### src/rtl/pc_alu_unit.sv
// Program counter, carry-in adder ALU and haltable cycle counter for the 8-bit CPU.
// The PC and cycle counter are registered; the ALU is purely combinational.
module pc_alu_unit #(
  parameter int WIDTH     = 8,
  parameter int CYC_WIDTH = 16
) (
  input  logic                 clk,
  input  logic                 reset,
  input  logic                 halt,
  input  logic                 pc_ce,
  input  logic                 pc_j,
  input  logic [WIDTH-1:0]     pc_din,
  output logic [WIDTH-1:0]     pc_out,
  input  logic                 alu_cin,
  input  logic [WIDTH-1:0]     alu_a,
  input  logic [WIDTH-1:0]     alu_b,
  output logic [WIDTH-1:0]     alu_sum,
  output logic                 alu_cout,
  output logic                 alu_zero,
  output logic [CYC_WIDTH-1:0] cycle_cnt
);

  logic [WIDTH:0] alu_full;

  // Priority: reset > halt > jump > count > hold. Halt freezes both PC and timebase.
  always_ff @(posedge clk) begin
    if (reset) begin
      pc_out    <= '0;
      cycle_cnt <= '0;
    end else if (!halt) begin
      cycle_cnt <= cycle_cnt + CYC_WIDTH'(1);
      if (pc_j) begin
        pc_out <= pc_din;
      end else if (pc_ce) begin
        pc_out <= pc_out + WIDTH'(1);
      end
    end
  end

  // Sum is formed one bit wider so the carry falls out as the top bit.
  always_comb begin
    alu_full = {1'b0, alu_a} + {1'b0, alu_b} + {{WIDTH{1'b0}}, alu_cin};
    alu_sum  = alu_full[WIDTH-1:0];
    alu_cout = alu_full[WIDTH];
    alu_zero = ~|alu_full[WIDTH-1:0];
  end

endmodule

### config.mk
export PLATFORM = sky130hd
export DESIGN_NAME = pc_alu_unit
export DESIGN_NICKNAME = d
export VERILOG_FILES = /design/src/rtl/pc_alu_unit.sv
export SDC_FILE = /design/constraint.sdc
export NUM_CORES = 1
export LEC_CHECK = 0
export ABC_AREA = 1
export CAP_MARGIN = 30
export CORE_MARGIN = 4
export CORE_UTILIZATION = 45
export CTS_CLUSTER_SIZE = 12
export DETAILED_ROUTE_END_ITERATION = 7
export GPL_TIMING_DRIVEN = 0
export PLACE_DENSITY = 0.79
export SYNTH_ARGS = -nofsm -noshare
export SYNTH_HDL_FRONTEND = slang
export SYNTH_SLANG_ARGS = --single-unit
### constraint.sdc
create_clock -name clk -period 3.5 [get_ports clk]
set_input_delay 0.7 -clock clk [delete_from_list [all_inputs] [get_ports clk]]
set_output_delay 0.7 -clock clk [all_outputs]
set_load 0.02 [all_outputs]
After elaboration in Yosys (flattened, before gate mapping)

Cells that the tools add are included.

Flip-flop bits (word level): 24
Latch bits: 0
RAM bits: 0
Memory bits (read-only): 0
Bits of input ports: 30
Output and inout bits: 34
Word-level logic and storage cells: 13
Memories kept: 0

$add $sub $neg: 4
Multiply operators: 0
Div/mod/pow operators: 0
Order comparisons: 0
Equal/unequal tests: 0
Shift operators: 0
Muxes and demuxes: 2
Bitwise logic cells: 1
Reductions and logical operators: 4

Operators with widths:

| kind                  | number |
|---|---|
| $add 16x1->16 const B | 1 |
| $mux 8                | 2 |
| $add 8x8->9           | 1 |
| $add 9x1->9           | 1 |
| $add 8x1->8 const B   | 1 |
| $reduce_or 8->1       | 1 |
| $reduce_and 2->1      | 1 |
| $reduce_bool 2->1     | 1 |
| $logic_not 1->1       | 1 |
| $not 1->1             | 1 |

Logic depth before layout (Yosys ltp)

Word-level depth: 4
Depth in mapped cells: 12
Mapped depth without buffers: 12

Least setup slack after synthesis

OpenSTA, ideal clock, no wires.

Kind: input -> output
Start: input alu_cin
End: output alu_zero
Arrival: 2.652 ns
Required time: 2.800 ns
Slack: 0.148 ns
Stages: 10
Buffers on the path: 0
Cell sequence: inv_1 > fa_1 > inv_1 > fa_1 > or2_2 > nor2_1 > nand3_1 > nor2_1 > nand2_1 > nor2_1

Longest elaborated chain between the ends: 3

RTL lines:

| element              | RTL line | text |
|---|---|---|
| start, declared      | 14       | `input logic alu_cin,` |
| $add 9x1->9          | 42       | `alu_full = {1'b0, alu_a} + {1'b0, alu_b} + {{WIDTH{1'b0}}, alu_cin};` |
| named net alu_sum[1] | 17       | `output logic [WIDTH-1:0] alu_sum,` |
| $reduce_or 8->1      | 45       | `alu_zero = ~\|alu_full[WIDTH-1:0];` |
| $logic_not 1->1      | 45       |  |
| end, declared        | 19       | `output logic alu_zero,` |

The timed path passes the listed nets, and every way through them passes these cells.

Final worst setup path

Start: input alu_a[1]
End: output alu_sum[2]

Longest elaborated chain between the ends: 2

RTL lines:

| element         | RTL line | text |
|---|---|---|
| start, declared | 15       | `input logic [WIDTH-1:0] alu_a,` |
| $add 8x8->9     | 42       |  |
| $add 9x1->9     | 42       |  |
| end, declared   | 17       |  |

No other way between the ends.

==> impl_results.md <==
* Iter 0 DRT Violations at 137
* Post-route DRC violation count at 0
* Core area at 0.00374 mm²
* Dpl hpwl at 3610 µm
* Most frequent cell after synthesis: nand2_1
* VDD IR max at 0.255 mV
* Crit path arrival time at 2.62 ns
* Pleak at 1.20 nW
* Power Density at 301 mW/mm²
* Critical path required time at 2.80 ns
* Register area share after synthesis at 26.9%
* Max cap viols at 0
* Global-route wire length before repair at 8210 µm
* Routed wl met2 at 2220 µm
* Largest net degree at the start of global routing at 15
* Hold_sp: cycle_cnt[8]
* Final setup viols at 0
* Yosys warns at 0
* Worst Skew at 0.00731 ns
* Antenna violations before repair at 0
* Maximum root-to-sink buffer count at 2
* # rows at 22
* RSZ-0062 raised after global routing: no
* Status: finished clean
* Vias/cell at 4.83
* Asr flop ratio synth at 0%
* Commonest cells in the netlist: 84 x nand2_1, 44 x inv_1, 43 x nor2_1, 24 x dfxtp_1
* Setup TNS at 0 ns
* Worst Max-Slew Pin Slew at 0.278 ns
* Die ar. at 0.00505 mm²
* Max Freq at 301 MHz
* Worst setup margin at 0.175 ns
* Cell area after synthesis at 0.00179 mm²
* Yosys top cell area share at 26.9%
* Clock latency on the worst-skew pair at 0.27 ns
* Post-Route WL at 4590 µm
* GP Congestion at 0.884
* Fraction of layout cells with a size suffix above 1 at 12.0%
* DR WL met3 at 277 µm
* Met1 WL at 2060 µm
* Finished Core Util at 69.1%
* Router iterations before antenna repair at 4
* Num CTS Buffers at 3
* Highest metal used: met4
* Worst r2r src: cycle_cnt[0]
* Vias in the first global route at 1942
* Syn nets at 330
* GRT Resource Usage Total at 19.2%
* Mean routed wirelength per cell at 11.3 µm
* Max-slew violations at 0
* Num ports at 64
* R2R depth at 9
* Cell variety after synth at 32
* Syn Area/Cell at 6.19 µm²
* Setup crit end kind: output port
* Top FF cell, synth: dfxtp_1
* Worst hold slack at 0.483 ns
* Worst R2R End: cycle_cnt[12]
* Congestion Overflow GR at 0
* Diodes inserted at 0
* Hold depth at 2
* Area delta synth->final at 44.7%
* Largest area contributor in the netlist: dfxtp_1
* R2r setup slk at 2.08 ns
* #FFs+latches synth at 24
* Synth top area cells: dfxtp_1 27%, nand2_1 18%, inv_1 9.2%
* Routed vias at 1967
* Post-route minimum period at 3.32 ns
* Critical Path Source Type: input port
* Clk pin slew, worst setup/hold paths at 0.09 ns
* Period utilization at 95.0%
* Cts hold-fix bufs at 0
* Hold Crit Class: reg -> reg
* Initial Util at 47.8%
* Dpl ws at -0.724 ns
* Final net count at 401
* CTS root buf: clkbuf_8
* Worst slew margin at 81.3%
* Die Ht at 71.0 µm
* H-tree depth at 1
* CTS tree: yes
* Hold EP: cycle_cnt[8]
* Antenna viol nets, final at 0
* CTS sink count at 24
* Buffers on Ports at 61
* Die X at 71.0 µm
* Cells after Synth at 289
* Class of the most critical setup path: in -> out
* Post-synth EDFFs at 0
* Final Hold Fails at 0
* CP max FO at 2
## routing by layer
layer  GRT usage, %  up-vias
li1               -     1041
met1           24.6      865
met2           33.4       57
met3           3.69        4
met4           4.18        0
met5              0        -
## sequential cells by signal, indices dropped and copies added (netlist names)
| signal | cells |
|---|---|
| pc_out | 8 |
| cycle_cnt | 16 |
## through the flow
stage          total power [mW]  std cells  area [µm²]
2_1_floorplan             0.426        289        1790
3_3_place_gp              0.525        398        2460
3_5_place_dp              0.528        398        2460
4_1_cts                   0.771        404        2540
5_1_grt                   0.824        407        2590
6_report                  0.779        407        2590
## worst max-delay path by stage
stage | from | depth (start not counted) | slack, ns | endpoint
5_1_grt | alu_b[4] | 9 | 0.06 | alu_sum[5]
3_3_place_gp | alu_cin | 12 | -0.70 | alu_zero
2_1_floorplan | alu_cin | 10 | 0.15 | alu_zero
6_report | alu_a[1] | 6 | 0.18 | alu_sum[2]
3_5_place_dp | alu_cin | 12 | -0.72 | alu_zero
4_1_cts | alu_cin | 12 | -0.09 | alu_zero
## where the power goes
group / total, mW / internal [mW] / leakage (nW) / switching, mW
sequential: 0.290 / 0.281 / 0.195 / 0.00890
combinational: 0.244 / 0.116 / 0.972 / 0.128
clock: 0.244 / 0.153 / 0.0357 / 0.0915
total: 0.779 / 0.550 / 1.20 / 0.228
## worst max-delay path, stage by stage
cell	delay, ns
clkdlybuf4s50_1	0.46
fa_1	0.46
nand2_1	0.10
inv_1	0.04
nor2_1	0.20
clkdlybuf4s50_1	0.65
## timing repair
item	4_1_cts	5_1_grt
buffers inserted	2	3
endpoints found under the setup margin	5	7
pin swaps	3	6
gates resized for setup	13	9
## placed cells by master, fill, tap and decap left out, drive strengths merged, types with 3 or more instances in the layout
cell type | Yosys | final
nor2 | 48 | 48
or2 | 4 | 4
ha | 9 | 9
nand2 | 88 | 88
dlymetal6s2s | 0 | 3
dfxtp | 24 | 24
nand4 | 5 | 5
nor3 | 6 | 6
clkbuf | 0 | 3
clkdlybuf4s50 | 0 | 53
buf | 4 | 10
nand3 | 16 | 16
dlygate4sd2 | 0 | 4
o21ai | 13 | 13
a21oi | 14 | 14
inv | 49 | 49
## kinds of logic (layout without fill, tap and decap cells)
kind of cell             count (synthesis)  in the layout  share of synthesized area [%]
AO/OA/AOI/OAI                           31             31                           9.94
adder cells (fa/ha/maj)                 11             11                           8.54
flip-flops                              24             24                           26.9
XOR/XNOR                                 1              1                          0.490
buffers and inverters                   53            123                           11.8
AND/OR/NAND/NOR                        169            169                           42.3
## final cells by class
cell class	count	area [µm²]
plain buffers	4	27.5
clock buffers	3	41.3
clock inverters	1	30.0
fillers	333	1160
inverters	49	184
multi-input cells	212	1120
flip-flops and latches	24	480
well taps	48	60.1
repair buffers	66	648
Note: power is estimated with default switching activity, not from simulation.
